**src/rtl/colour_pkg.sv**
```systemverilog
// Shared definitions for the colour-mixer command path: channel codes,
// nibble-half selects, receiver FSM states and default clock/baud settings.
package colour_pkg;

  localparam int DEF_CLK_FREQ_HZ = 10_000_000;
  localparam int DEF_BAUD_RATE   = 1200;

  localparam logic [2:0] CH_RED   = 3'd0;
  localparam logic [2:0] CH_GREEN = 3'd1;
  localparam logic [2:0] CH_BLUE  = 3'd2;
  localparam logic [2:0] CH_INT   = 3'd3;

  localparam logic HALF_LO = 1'b0;
  localparam logic HALF_HI = 1'b1;

  typedef enum logic [1:0] {
    ST_IDLE,
    ST_START,
    ST_DATA,
    ST_STOP
  } rx_state_e;

  // Replace one nibble of cur, keeping the other nibble intact.
  function automatic logic [7:0] write_nibble(input logic [7:0] cur,
                                              input logic       half,
                                              input logic [3:0] nib);
    logic [7:0] res;
    res = cur;
    if (half == HALF_HI) res[7:4] = nib;
    else                 res[3:0] = nib;
    return res;
  endfunction

endpackage

```
**src/rtl/uart_rx_byte.sv**
```systemverilog
// 8N1 UART byte receiver: 2-FF synchroniser, baud counter, FSM and LSB-first
// shift register. byte_valid is a one-clock pulse with no back-pressure (no ready).
module uart_rx_byte
  import colour_pkg::*;
#(
  parameter int CLKS_PER_BIT = 8333
) (
  input  logic       clk,
  input  logic       reset,
  input  logic       rx,
  output logic [7:0] data,
  output logic       byte_valid
);

  localparam int CNT_W = $clog2(CLKS_PER_BIT + 1);
  localparam logic [CNT_W-1:0] CNT_HALF = CNT_W'(CLKS_PER_BIT / 2);
  localparam logic [CNT_W-1:0] CNT_LAST = CNT_W'(CLKS_PER_BIT - 1);

  rx_state_e        state_q, state_d;
  logic             rx_meta, rx_sync;
  logic [CNT_W-1:0] cnt_q;
  logic [2:0]       idx_q;
  logic             cnt_clr, idx_clr, shift_en;

  always_ff @(posedge clk) begin
    if (reset) begin
      rx_meta <= 1'b1;
      rx_sync <= 1'b1;
      state_q <= ST_IDLE;
      cnt_q   <= '0;
      idx_q   <= '0;
      data    <= '0;
    end else begin
      rx_meta <= rx;
      rx_sync <= rx_meta;
      state_q <= state_d;
      if (cnt_clr) cnt_q <= '0;
      else         cnt_q <= cnt_q + CNT_W'(1);
      if (idx_clr)       idx_q <= '0;
      else if (shift_en) idx_q <= idx_q + 3'd1;
      if (shift_en) data <= {rx_sync, data[7:1]};
    end
  end

  always_comb begin
    state_d    = state_q;
    cnt_clr    = 1'b0;
    idx_clr    = 1'b0;
    shift_en   = 1'b0;
    byte_valid = 1'b0;
    unique case (state_q)
      ST_IDLE: begin
        cnt_clr = 1'b1;
        if (!rx_sync) state_d = ST_START;
      end
      ST_START: begin
        // Mid start bit: a line that has already returned high was a glitch.
        if (cnt_q == CNT_HALF) begin
          cnt_clr = 1'b1;
          idx_clr = 1'b1;
          state_d = rx_sync ? ST_IDLE : ST_DATA;
        end
      end
      ST_DATA: begin
        if (cnt_q == CNT_LAST) begin
          cnt_clr  = 1'b1;
          shift_en = 1'b1;
          if (idx_q == 3'd7) state_d = ST_STOP;
        end
      end
      ST_STOP: begin
        if (cnt_q == CNT_LAST) begin
          cnt_clr    = 1'b1;
          byte_valid = rx_sync;
          state_d    = ST_IDLE;
        end
      end
      default: state_d = ST_IDLE;
    endcase
  end

endmodule

```
**src/rtl/uart_rx_code.sv**
```systemverilog
// UART command decoder: each received byte writes one nibble of the red,
// green, blue or intensity register that drives the colour mixer.
module uart_rx_code
  import colour_pkg::*;
#(
  parameter int CLK_FREQ_HZ = DEF_CLK_FREQ_HZ,
  parameter int BAUD_RATE   = DEF_BAUD_RATE
) (
  input  logic       clk,
  input  logic       reset,
  input  logic       rx,
  output logic [7:0] red,
  output logic [7:0] green,
  output logic [7:0] blue,
  output logic [7:0] intensity
);

  localparam int CLKS_PER_BIT = CLK_FREQ_HZ / BAUD_RATE;

  logic [7:0] rx_data;
  logic       byte_valid;
  logic       half;
  logic [2:0] chan;
  logic [3:0] nib;

  uart_rx_byte #(
    .CLKS_PER_BIT(CLKS_PER_BIT)
  ) u_rx (
    .clk       (clk),
    .reset     (reset),
    .rx        (rx),
    .data      (rx_data),
    .byte_valid(byte_valid)
  );

  assign half = rx_data[7];
  assign chan = rx_data[6:4];
  assign nib  = rx_data[3:0];

  // Channel codes 4..7 are reserved and leave every register untouched.
  always_ff @(posedge clk) begin
    if (reset) begin
      red       <= '0;
      green     <= '0;
      blue      <= '0;
      intensity <= '0;
    end else if (byte_valid) begin
      case (chan)
        CH_RED:   red       <= write_nibble(red, half, nib);
        CH_GREEN: green     <= write_nibble(green, half, nib);
        CH_BLUE:  blue      <= write_nibble(blue, half, nib);
        CH_INT:   intensity <= write_nibble(intensity, half, nib);
        default: ;
      endcase
    end
  end

endmodule

```
**config.mk**
```make
export PLATFORM = sky130hd
export DESIGN_NAME = uart_rx_code
export DESIGN_NICKNAME = d
export VERILOG_FILES = /design/src/rtl/colour_pkg.sv /design/src/rtl/uart_rx_byte.sv /design/src/rtl/uart_rx_code.sv
export SDC_FILE = /design/constraint.sdc
export NUM_CORES = 1
export LEC_CHECK = 0
export BUFFER_PORTS_ARGS = -buffer_cell sky130_fd_sc_hd__buf_4
export CAP_MARGIN = 20
export CORE_MARGIN = 2
export CORE_UTILIZATION = 45
export CTS_CLUSTER_SIZE = 28
export DETAILED_ROUTE_END_ITERATION = 10
export GPL_TIMING_DRIVEN = 0
export PLACE_DENSITY_LB_ADDON = 0.05
export SYNTH_ARGS = -nofsm -noshare
export SYNTH_HDL_FRONTEND = slang
export SYNTH_SLANG_ARGS = --single-unit
```
**constraint.sdc**
```tcl
create_clock -name clk -period 3.63 [get_ports clk]
set_input_delay 0.5445 -clock clk [delete_from_list [all_inputs] [get_ports clk]]
set_output_delay 0.5445 -clock clk [all_outputs]
set_load 0.02 [all_outputs]
```
# After elaboration in Yosys (flattened, before gate mapping)
# Index checks and enable logic that the tools add are counted.
# op_classes
n_reduce_logical,14
bitwise,1
eq_ne,14
n_addsub,2
n_mux,14
# ops
operator,count
3-bit AND reduction,8
"14-bit by 1-bit adder with 14-bit output, second input constant",1
"14-bit by 13-bit equality test with 1-bit output, second input constant",1
"14-bit equality test, second input constant",1
2-bit 2-to-1 mux,6
"2-bit by 1-bit inequality test with 1-bit output, second input constant",4
2-bit one-hot mux with 4 select lines,1
"3-bit by 2-bit equality test with 1-bit output, second input constant",2
1-bit 2-to-1 mux,6
2-bit OR reduction,3
5-bit AND reduction,1
"2-bit equality test, second input constant",2
"3-bit by 1-bit adder with 3-bit output, second input constant",1
"3-bit by 1-bit equality test with 1-bit output, second input constant",1
"3-bit equality test, second input constant",1
3-bit logical NOT,1
1-bit one-hot mux with 3 select lines,1
"2-bit by 1-bit equality test with 1-bit output, second input constant",1
2-bit logical NOT,1
"2-bit inequality test, second input constant",1
1-bit inverter,1
# totals
regBits,61
wordCells,59
out_inout_bits,32

# Logic depth before layout (Yosys ltp)
# depth
ltp_word,4
mapped_depth,7
mapped_depth_nobuf,6

# Modules after synthesis
# From an unflattened synthesis, not the netlist that was laid out.
# unflattened
hier_cells,257
hier_area_um2,2620.0
# by_module_without_submodules
module,n_inst,area_per_inst_um2,cells_each
uart_rx_byte,1,1312.5,136
uart_rx_code,1,1307.5,121

# Worst setup path after synthesis
# Ideal clock, no wire load.
# synth_path
path_type,register to register
start,reg u_rx.cnt_q[0]
end,reg intensity[0]
path_stages_with_launch,8
arrival_time_ps,1706
slack_ps,1852
t_required_ps,3558
synth_period_minus_slack_ps,1778
path_buffers,1
path_cell_list,dfxtp_1 -> inv_1 -> ha_1 -> nand4_1 -> nor4_4 -> and4_2 -> buf_4 -> mux2i_1
# synth_via
elab_chain_len,4
# synth_lines
element,line,source
"start, declared",uart_rx_byte.sv:21,logic [CNT_W-1:0] cnt_q;
"start signal, assigned",uart_rx_byte.sv:38,else cnt_q <= cnt_q + CNT_W'(1);
14-bit equality test,uart_rx_byte.sv:72,if (cnt_q == CNT_LAST) begin
1-bit 2-to-1 mux,uart_rx_byte.sv:72,
1-bit 2-to-1 mux,uart_rx_byte.sv:51,unique case (state_q)
3-bit AND reduction (no line),n/a,
"end signal, assigned",uart_rx_code.sv:52,"CH_INT: intensity <= write_nibble(intensity, half, nib);"
"end, declared",uart_rx_code.sv:15,output logic [7:0] intensity
# No other way between the ends.
# A chain may end at the register's enable or synchronous reset.

# Worst setup path in the final report
# layout_path
start,reg u_rx.cnt_q[5]
end,reg u_rx.cnt_q[12]
# layout_via
elab_chain_len,4
# layout_lines
element,line
14-bit equality test or 14-bit by 13-bit equality test with 1-bit output (tied branches),"uart_rx_byte.sv:65, uart_rx_byte.sv:72, uart_rx_byte.sv:58"
"1-bit 2-to-1 mux, on equally long branches","uart_rx_byte.sv:65, uart_rx_byte.sv:72, uart_rx_byte.sv:58"
1-bit one-hot mux with 3 select lines,uart_rx_byte.sv:51
2-bit OR reduction (no line),n/a
# Several ways; a longest one is shown, not always the timed one.

==> metrics.txt <==
HP Class in -> reg; WP data arrival 2.21 ns; Worst Reg-to-Reg Cells 5; Routed WL ~5500 um; DR DRC count 0; total CTS buffers 9; multi-input logic area ~0.0014 mm^2; ratio of cells with drive above 1 in the final layout 0.201; Top delay family on crit path simple AND/OR/NAND/NOR gates; Mapped Nets around 280; RSZ-0062 raised after global routing no; final antenna-violating net count 0; initial antenna violation count 0; count of different cell masters after synthesis 37; post_cts resized 0; Syn-to-layout area delta 18.8%; ys async rst share 0; mapped cell area 0.00271 mm^2; Max Slew Vio Count 0; die area approximately 0.0067 mm^2; Yosys top cell by area dfxtp_1; Setup Viol. Count Final 0; final net count 328; Seq/Total Area, Yosys 0.451; final worst setup slack ~1.6 ns; Final Hold Viols 0; Worst Path Required 3.84 ns; worst hold stages 2; TritonCTS clock tree yes; Post-synth top cells dfxtp_1 (61), nand2b_1 (36), mux2i_1 (32), nand3_1 (17); hold-fix buffer count after cts 0; top-level I/O count 35; Max rail drop VDD about 0.21 mV; # Post-CTS Setup Buffers 0; vias just over 2,000; WHS Endpoint u_rx.rx_meta; row count 28; crit start category flip-flop; CP peak stage delay between 0.5 and 0.6 ns; CP Cell Sequence nor4_2, nand4_1, a22oi_1, buf_4, nor3_1; Routed wire per std cell roughly 14 um; hold wc startpoint rx; layout filler cell count about 540; pre-CTS setup slack around 1.6 ns; top-count cell post-synth dfxtp_1; GPL Wtd Cong approximately 0.80; Worst setup EP type flip-flop; register area about 0.0012 mm^2; area fraction of the dominant cell type after synthesis 0.451; Starting Density 0.463; Tot GR Track Use 0.177; Synth area leaders dfxtp_1 (45%), mux2i_1 (12%), nand2b_1 (8.3%); Synth warnings 0; WP buf/inv 1; vias in the first global route about 1,900; Setup CP Type reg -> reg; overall die height just over 80 um; setup slack, reg-to-reg roughly 1.6 ns; post-DR vias/cell just over 5; First-pass DRT Iterations 4; GRT overflow 0; Seq cells post-synth 61; hold slack ~0.40 ns; power per cell area around 380 mW/mm^2; worst skew pair latency approximately 0.34 ns; CP max FO 10; Ant. Diodes 0; H-tree Lvls 3; largest net degree at the start of global routing 11; status finished clean; Die X-Extent between 80 and 90 um; setup TNS 0 ns; Max Freq 499 MHz; Final Util 0.550; syn_area_per_cell between 9 and 10 um^2; Worst Skew ~0.0074 ns; placed cell area between 0.003 and 0.004 mm^2; IO Port Bufs 34; area of the core 0.00585 mm^2; max_cap viols 0; cells after synthesis ~280; HPWL after DPL approximately 3800 um; relative max-transition margin 0.575; Tmin final between 2 and 2.5 ns; Slew @ Worst Pin between 0.6 and 0.7 ns; r2r endpoint u_rx.cnt_q[12]; Synth Flop Type dfxtp_1; CTS root buf clkbuf_8; fin area about 0.0032 mm^2; first-pass GRT wire length between 8000 and 9000 um; final worst-path cycle share 0.553; # clock sinks 61; Clock Path Buffers 2; clock slew at the register clock pins of the worst setup and hold paths approximately 0.06 ns; 1st-iter DRT viols just under 80; EDFF count, synth 0; leakage 1.43 nW; worst r2r src u_rx.cnt_q[5]; Slowest-stage cell, CP nor4_2
-- cells in the final DEF, fill, tap and decap left out, types with 2 or more instances in the layout --
cell / Yosys / routed
nand4b_2: 4 / 4
xnor2_1: 2 / 2
and2_1: 2 / 2
mux2i_1: 32 / 32
dfxtp_1: 61 / 61
buf_2: 2 / 2
o21ai_0: 13 / 13
ha_1: 5 / 5
and3_1: 3 / 3
nor3_1: 12 / 12
nand3_1: 17 / 17
nand2_1: 6 / 6
nor2_1: 3 / 3
nor3b_1: 3 / 3
xor2_1: 10 / 10
nand4_1: 9 / 9
clkbuf_1: 10 / 13
buf_1: 4 / 4
and4_1: 2 / 2
inv_1: 4 / 4
clkbuf_8: 0 / 10
buf_4: 4 / 38
or2_2: 2 / 2
clkinv_2: 0 / 2
a21oi_1: 13 / 13
and4_2: 3 / 3
nand2b_1: 36 / 36
or3_1: 2 / 2
-- final cells by class --
cell class / count / area share
multi-input cells: 189 / 0.426
flip-flops and latches: 61 / 0.380
repair buffers: 34 / 0.0794
clock buffers: 13 / 0.0463
plain buffers: 21 / 0.0315
well taps: 75 / 0.0292
inverters: 4 / 0.00467
clock inverters: 2 / 0.00311
-- logic make-up after synthesis --
| group | synth area share |
|---|---|
| simple gates | 0.269 |
| flops | 0.451 |
| mux | 0.118 |
| compound gates | 0.0568 |
| buf+inv | 0.0430 |
| xor+xnor | 0.0388 |
| fa+ha+maj | 0.0231 |
-- per-layer routing --
layer / share of wire / global-route usage / routed length, um
met5: 0 / 0 / 0
met1: 0.49 / 0.234 / 2690
met4: 0.015 / 0.0883 / 82
met2: 0.46 / 0.271 / 2520
met3: 0.040 / 0.0418 / 218
-- worst max-delay path by stage --
stage / start / end / slack [ns] / cells after the start
3_3_place_gp: u_rx.cnt_q[5] / u_rx.cnt_q[4] / 1.59 / 5
2_1_floorplan: u_rx.cnt_q[0] / intensity[0] / 1.85 / 7
5_1_grt: u_rx.cnt_q[4] / u_rx.cnt_q[5] / 1.29 / 5
6_report: u_rx.cnt_q[5] / u_rx.cnt_q[12] / 1.62 / 5
3_5_place_dp: u_rx.cnt_q[0] / intensity[7] / 1.59 / 6
4_1_cts: u_rx.cnt_q[5] / u_rx.cnt_q[4] / 1.59 / 5
-- flip-flops by register name, indices dropped and copies added, names as in the netlist, 3 cells and up, named ones only --
name and count:
blue 8, u_rx.idx_q 3, u_rx.cnt_q 14, red 8, intensity 8, u_rx.data 8
green 8
-- worst register-to-register path, delay by kind of cell, from the launching register on --
family / cells / cell delay, ns
buffers and inverters: 1 / 0.27
AO/OA/AOI/OAI: 1 / 0.45
AND/OR/NAND/NOR: 3 / 0.83
flip-flops: 1 / 0.34
-- report_power, final --
group          total [mW]  internal (mW)  switching, mW
logic              0.0271         0.0117         0.0155
clock network       0.513          0.261          0.252
registers           0.673          0.671        0.00157
-- stage by stage --
step / instances / total power, mW
floorplan: 275 / 0.707
global placement: 384 / 0.716
detailed placement: 384 / 0.716
CTS: 399 / 1.22
global route: 399 / 1.26
finish: 399 / 1.21
Power figures use the tool's default switching activity.
